[src/rtl/tdpsram_req_arb.sv]
`default_nettype none
// ============================================================================
// Module   : tdpsram_req_arb
// Purpose  : Two-channel request/response front end for a true-dual-port SRAM
//            with a one-cycle read latency. Each channel owns one SRAM port.
//            Every accepted request (read or write) produces exactly one
//            response. The response data is the SRAM output, which is
//            write-first for writes. A response stalled by the consumer is
//            parked in a per-channel hold register. Same-address collisions
//            between the channels are resolved in favour of channel 0, so the
//            SRAM never sees both ports enabled on one address.
//
// Optional feature (macro TDPSRAM_REQ_READ_MERGE_EN):
//            When both requests in a same-address collision are reads, both
//            are accepted together. Only SRAM port 0 is enabled, and channel 1
//            takes its response data from rdata0_i.
//            When the macro is undefined, every collision stalls channel 1.
//
// Ports    : clk, rst_n              clock, synchronous active-low reset
//            req{c}_*                request handshake, address, byte enables,
//                                    write data (c = 0, 1)
//            resp{c}_*               response handshake and read data
//            addr/en/we/wdata{c}_o   SRAM port c controls
//            rdata{c}_i              SRAM port c data, one cycle after en
//
// Revision : 1.0  initial release
// ============================================================================
module tdpsram_req_arb #(
    parameter int DATA_WIDTH = 32,
    parameter int DATA_DEPTH = 1024,
    parameter int BYTE_SIZE  = 32
) (
    input  logic                                clk,
    input  logic                                rst_n,

    input  logic                                req0_valid_i,
    output logic                                req0_ready_o,
    input  logic [$clog2(DATA_DEPTH)-1:0]       req0_addr_i,
    input  logic [DATA_WIDTH/BYTE_SIZE-1:0]     req0_we_i,
    input  logic [DATA_WIDTH-1:0]               req0_wdata_i,
    output logic                                resp0_valid_o,
    input  logic                                resp0_ready_i,
    output logic [DATA_WIDTH-1:0]               resp0_rdata_o,

    input  logic                                req1_valid_i,
    output logic                                req1_ready_o,
    input  logic [$clog2(DATA_DEPTH)-1:0]       req1_addr_i,
    input  logic [DATA_WIDTH/BYTE_SIZE-1:0]     req1_we_i,
    input  logic [DATA_WIDTH-1:0]               req1_wdata_i,
    output logic                                resp1_valid_o,
    input  logic                                resp1_ready_i,
    output logic [DATA_WIDTH-1:0]               resp1_rdata_o,

    output logic [$clog2(DATA_DEPTH)-1:0]       addr0_o,
    output logic                                en0_o,
    output logic [DATA_WIDTH/BYTE_SIZE-1:0]     we0_o,
    output logic [DATA_WIDTH-1:0]               wdata0_o,
    input  logic [DATA_WIDTH-1:0]               rdata0_i,

    output logic [$clog2(DATA_DEPTH)-1:0]       addr1_o,
    output logic                                en1_o,
    output logic [DATA_WIDTH/BYTE_SIZE-1:0]     we1_o,
    output logic [DATA_WIDTH-1:0]               wdata1_o,
    input  logic [DATA_WIDTH-1:0]               rdata1_i
);

    typedef enum logic [1:0] {
        S_IDLE = 2'd0,   // no response pending
        S_WAIT = 2'd1,   // access issued last cycle, SRAM data on rdata
        S_HOLD = 2'd2    // response stalled, data parked in hold register
    } state_t;

    logic [1:0]            w_valid;
    logic [1:0]            w_resp_ready;
    logic [1:0]            w_busy;
    logic [1:0]            w_base_ready;
    logic [1:0]            w_ready;
    logic [1:0]            w_accept;
    logic                  w_conflict;
    logic                  w_merge;
    logic                  r_merge1;
    logic [DATA_WIDTH-1:0] w_src   [2];
    logic [DATA_WIDTH-1:0] w_rdata [2];

    assign w_valid      = {req1_valid_i, req0_valid_i};
    assign w_resp_ready = {resp1_ready_i, resp0_ready_i};

    // A channel may take a new request when nothing is pending, or when the
    // pending response leaves this very cycle. Reset forces it closed.
    // Both channels must be able to issue for a collision to exist.
    assign w_conflict = w_base_ready[0] && w_base_ready[1]
                     && req0_valid_i && req1_valid_i
                     && (req0_addr_i == req1_addr_i);

`ifdef TDPSRAM_REQ_READ_MERGE_EN
    // A read/read collision is served by a single SRAM port-0 access.
    assign w_merge = w_conflict && (req0_we_i == '0) && (req1_we_i == '0);
`else
    assign w_merge = 1'b0;
`endif

    assign w_ready[0]  = w_base_ready[0];
    assign w_ready[1]  = w_base_ready[1] && !(w_conflict && !w_merge);
    assign w_accept    = w_valid & w_ready;

    // Remembers that channel 1's outstanding access was merged onto port 0,
    // so its response data has to be taken from rdata0_i.
    always_ff @(posedge clk) begin
        if (!rst_n) begin
            r_merge1 <= 1'b0;
        end else if (w_accept[1]) begin
            r_merge1 <= w_merge;
        end
    end

    assign w_src[0] = rdata0_i;
    assign w_src[1] = r_merge1 ? rdata0_i : rdata1_i;

    for (genvar c = 0; c < 2; c++) begin : g_ch
        state_t                r_state;
        state_t                w_state_nxt;
        logic [DATA_WIDTH-1:0] r_hold;

        always_ff @(posedge clk) begin
            if (!rst_n) begin
                r_state <= S_IDLE;
            end else begin
                r_state <= w_state_nxt;
            end
        end

        // SRAM data is only valid in the cycle after the access, so a stalled
        // response must be captured on its way into HOLD.
        always_ff @(posedge clk) begin
            if (!rst_n) begin
                r_hold <= '0;
            end else if ((r_state == S_WAIT) && !w_resp_ready[c]) begin
                r_hold <= w_src[c];
            end
        end

        always_comb begin
            w_state_nxt = r_state;
            case (r_state)
                S_IDLE: begin
                    if (w_accept[c]) begin
                        w_state_nxt = S_WAIT;
                    end
                end
                S_WAIT, S_HOLD: begin
                    if (w_resp_ready[c]) begin
                        w_state_nxt = w_accept[c] ? S_WAIT : S_IDLE;
                    end else begin
                        w_state_nxt = S_HOLD;
                    end
                end
                default: w_state_nxt = S_IDLE;
            endcase
        end

        assign w_busy[c]       = (r_state != S_IDLE);
        assign w_base_ready[c] = rst_n && (!w_busy[c] || w_resp_ready[c]);
        assign w_rdata[c]      = (r_state == S_HOLD) ? r_hold : w_src[c];
    end

    assign req0_ready_o  = w_ready[0];
    assign req1_ready_o  = w_ready[1];
    assign resp0_valid_o = rst_n && w_busy[0];
    assign resp1_valid_o = rst_n && w_busy[1];
    assign resp0_rdata_o = w_rdata[0];
    assign resp1_rdata_o = w_rdata[1];

    assign en0_o    = w_accept[0];
    assign en1_o    = w_accept[1] && !w_merge;
    assign addr0_o  = req0_addr_i;
    assign we0_o    = req0_we_i;
    assign wdata0_o = req0_wdata_i;
    assign addr1_o  = req1_addr_i;
    assign we1_o    = req1_we_i;
    assign wdata1_o = req1_wdata_i;

endmodule
`default_nettype wire

[config.mk]
export PLATFORM = sky130hd
export DESIGN_NAME = tdpsram_req_arb
export DESIGN_NICKNAME = d
export VERILOG_FILES = /design/src/rtl/tdpsram_req_arb.sv
export SDC_FILE = /design/constraint.sdc
export NUM_CORES = 1
export LEC_CHECK = 0
export ABC_AREA = 1
export CORE_AREA = 2 2 120 122
export DETAILED_ROUTE_END_ITERATION = 12
export DIE_AREA = 0 0 122 124
export GPL_TIMING_DRIVEN = 0
export PLACE_DENSITY_LB_ADDON = 0.1
export SETUP_SLACK_MARGIN = 0.15
export SLEW_MARGIN = 20
export SYNTH_ARGS = -nofsm -noshare
export SYNTH_HDL_FRONTEND = slang
export SYNTH_SLANG_ARGS = --single-unit
[constraint.sdc]
create_clock -name clk -period 1.8 [get_ports clk]
set_input_delay 0.36 -clock clk [delete_from_list [all_inputs] [get_ports clk]]
set_output_delay 0.36 -clock clk [all_outputs]
set_load 0.005 [all_outputs]
# Word-level counts from Yosys, hierarchy flattened
# Cells that the tools add are included.
# W data, S select, Z words.
# word_totals
regBits	68
in_bits	156
out_inout_bits	156
word_cells	46
# classes
n_eq_ne	7
muxes	10
n_bitwise	1
n_reduce_logical	24
# op_table
operator	count
$mux W32	2
$logic_and A1 B1 Y1	11
$eq A10 B10 Y1	1
$mux W2	4
$pmux W2 S2	2
$logic_not A1 Y1	5
$eq A2 B1 Y1 const B	2
$eq A2 B2 Y1 const B	2
$logic_not A2 Y1	2
$ne A2 B2 Y1 const B	2
$reduce_bool A2 Y1	2
$reduce_or A2 Y1	2
$and A2 B2 Y2	1
$logic_or A1 B1 Y1	2
$mux W1	2

# Logic depth before layout (Yosys ltp)
# depth
depth_word	14
depth_mapped	11
ltp_nobuf	11

# Least setup slack after synthesis
# No wires, ideal clock.
# synth_path
path_type	register to output
startpoint	reg g_ch[1].r_state[0]
endpoint	out resp1_rdata_o[10]
t_arrival_ns	1.205
t_required_ns	1.440
path_slack_ns	0.235
stages_incl_launch_ff	7
n_path_buf	2
cell_sequence	dfxtp_1 -> inv_1 -> ha_1 -> clkbuf_1 -> clkbuf_1 -> nand2_1 -> o21ai_0
# synth_between
elab_chain_len	2
# synth_rtl
item	line	source
from (decl)	120	state_t r_state;
from (signal assigned)	128	r_state <= w_state_nxt;
$eq A2 B2 Y1	163	assign w_rdata[c] = (r_state == S_HOLD) ? r_hold : w_src[c];
$mux W32	163	
to (decl)	52	output logic [DATA_WIDTH-1:0] resp1_rdata_o,
# Every way passes these cells.

# Worst setup path in the final report
# layout_path
startpoint	reg g_ch[1].r_state[0]
endpoint	out resp1_rdata_o[25]
# Same word-level chain as after synthesis.

==> impl_metrics.json <==
{
  "peakVddDrop_uv": 502,
  "hold_path_depth": 3,
  "drcViolationCount": 0,
  "synth_top_cell_area_share": 0.333,
  "ys_seq_area_frac": 0.333,
  "grt_antenna_before_repair": 0,
  "grt_max_degree": 13,
  "required_ps": 1440,
  "critPathSlowestCell": "dfxtp_2",
  "synth_area_leaders": "dfxtp_1 33%, buf_4 16%, o21ai_0 16%",
  "hold_violations": 0,
  "synth_fa_ha_area_frac": 0.0245,
  "holdBufCountCts": 0,
  "die_h_um": 124,
  "synth_cell_types": 20,
  "async_reset_ff_frac": 0,
  "die_area_mm2": 0.0151,
  "cp_max_fo": 6,
  "wl_um": 15700,
  "synth_top_area_cell": "dfxtp_1",
  "dp_cells": 1038,
  "crit_type": "register to output pin",
  "syn-instance-count": 613,
  "grt_pass1_wl_um": 22800,
  "path_common_cell": "clkbuf_16",
  "fin_nets": 1070,
  "power_leakage_nw": 3.99,
  "root_buffer": "clkbuf_16",
  "yosysWarnings": 0,
  "layout-drive-gt1-share": 0.405,
  "drv_slew": 0,
  "p_per_area_mw_per_mm2": 677,
  "nFillCells": 1309,
  "synth.top_cells.by_count": "128 x o21ai_0, 99 x nand2_1, 92 x inv_1",
  "placed_cell_area_mm2": 0.00676,
  "fin_crit_ps": 1880,
  "dp_worst_setup_slack_ps": -713,
  "syn_avg_cell_area_um2": 6.66,
  "setup_viol": 43,
  "rsz0062_at_grt": "yes",
  "cts_num_sinks": 68,
  "grtUsageTotal": 0.188,
  "path_clk_slew_ps": 50,
  "arrival_ps": 1520,
  "ys_ff_latch": 68,
  "clk_latency_ps": 320,
  "cts_tree": "yes",
  "cap_violations": 0,
  "clock_path_buffers": 2,
  "htreeDepth": 3,
  "synth_top_family_by_area": "buffers and inverters",
  "numCtsBuffers": 9,
  "stdcell_area_mm2": 0.00802,
  "route.vias.total": 4890,
  "synth_compound_area_frac": 0.240,
  "synthXorXnorAreaFrac": 0.00214,
  "syn_nets": 777,
  "reg2regPathDepth": 7,
  "detail_route.vias_per_cell": 4.48,
  "cp-end-kind": "output pin",
  "skew_ps": 8.85,
  "critPathMaxStageDelay_ps": 360,
  "violations": "setup timing",
  "worst_slew_pin_slew_ps": 472,
  "maxSlewHeadroom": 0.685,
  "synth.area.mux_share": 0,
  "dp_hpwl_um": 11300,
  "status": "finished, violations left",
  "diodes": 0,
  "first_iter_violations": 139,
  "max_freq_mhz": 531,
  "start_util": 0.298,
  "gp_congestion": 0.821,
  "syn2layout_area_growth_pct": 96.2,
  "grt_pass1_vias": 4687,
  "port-buffer-count": 245,
  "layout_setup_ws_ps": -82.6,
  "first_pass_iters": 5,
  "fin_crit_sh": 1.05,
  "path_cells": "inv_4 -> ha_4 -> clkbuf_16 -> clkbuf_16 -> o21ai_2 -> buf_2",
  "hold_class": "primary input to register",
  "syn_area_mm2": 0.00409,
  "route.detailed.wl_per_inst_um": 14.4,
  "synth.most_common_cell": "o21ai_0",
  "ant_nets": 0,
  "ys.flop_type": "dfxtp_1",
  "crit_path_start_kind": "register",
  "core_area_mm2": 0.0137,
  "yosys.area_share.simple": 0.125,
  "ioPinCount": 312,
  "synth_edf_count": 0,
  "die_w_um": 122,
  "fp-row-count": 43,
  "final_cells": 1091,
  "overflow": 0,
  "finalSetupTns_ps": -1280,
  "utilization": 0.584
}
-- metal layers --
layer | up-vias | GRT usage | part of all wire
li1 | 2453 | - | -
met1 | 2225 | 0.211 | 0.38
met2 | 192 | 0.355 | 0.53
met3 | 20 | 0.0444 | 0.077
met4 | 0 | 0.0517 | 0.015
met5 | - | 0 | 0
-- through the flow --
step,hold slack (ps),total power [mW]
after floorplan,473,2.31
after global placement,486,3.21
after detailed placement,503,3.23
after CTS,507,5.35
after global routing,536,5.71
final,524,5.43
-- cells by family (layout without fill, tap and decap cells) --
family                   Yosys count  count (layout)
AND/OR/NAND/NOR                  127             127
flip-flops                        68              68
buffers and inverters            213             511
AO/OA/AOI/OAI                    196             196
adder cells (fa/ha/maj)            8               8
XOR/XNOR                           1               1
-- layout make-up --
type                            count  area, µm²  area share
Tap cell                          180        225      0.0281
Inverter                           94        364      0.0454
Multi-Input combinational cell    332       2160       0.270
Clock buffer                       10        229      0.0286
Sequential cell                    68       1370       0.171
Buffer                            119       1060       0.132
Clock inverter                      6       63.8     0.00796
Timing Repair Buffer              282       2540       0.317
-- power breakdown --
part,switching [mW],total [mW],internal [mW]
Clock,0.661,1.73,1.07
Sequential,0.0794,1.69,1.61
Combinational,0.847,2.01,1.16
Total,1.59,5.43,3.84
-- timing repair --
action,CTS,global route
setup endpoints to repair,90,115
gates cloned,12,4
resized for setup,535,90
buffers inserted,13,8
pin swaps,57,44
endpoints found under the hold margin,0,0
-- path summary, 6_finish.rpt --
path	from	end	slack (ps)
worst max-delay path	g_ch[1].r_state[0]	resp1_rdata_o[25]	-80
worst min-delay path	req1_valid_i	g_ch[1].r_state[0]	520
worst max register to register	g_ch[1].r_state[0]	g_ch[1].r_hold[6]	230
worst min register to register	g_ch[0].r_hold[12]	g_ch[0].r_hold[12]	540
-- registers in the layout, indices dropped and copies added, names as in the netlist --
register	count
g_ch.r_hold	64
g_ch.r_state	4
-- critical path: cells and delay by family, from the launching register on --
kind,cells,cell delay [ps]
buf+inv,4,530
flops,1,360
fa+ha+maj,1,180
compound gates,1,120
-- cell usage in the layout, fill, tap and decap left out, drive strengths merged --
cell | netlist | routed
buf | 90 | 192
clkdlybuf4s50 | 0 | 152
o21ai | 128 | 128
nand2 | 101 | 101
inv | 93 | 94
a21oi | 68 | 68
dfxtp | 68 | 68
clkbuf | 29 | 43
dlygate4sd2 | 0 | 22
nor2 | 19 | 19
ha | 8 | 8
nand3 | 5 | 5
clkinv | 1 | 3
clkinvlp | 0 | 2
xnor2 | 1 | 1
nor3 | 1 | 1
nand4 | 1 | 1
bufinv | 0 | 1
dlymetal6s2s | 0 | 1
clkdlybuf4s15 | 0 | 1
(Power assumes the default switching activity.)
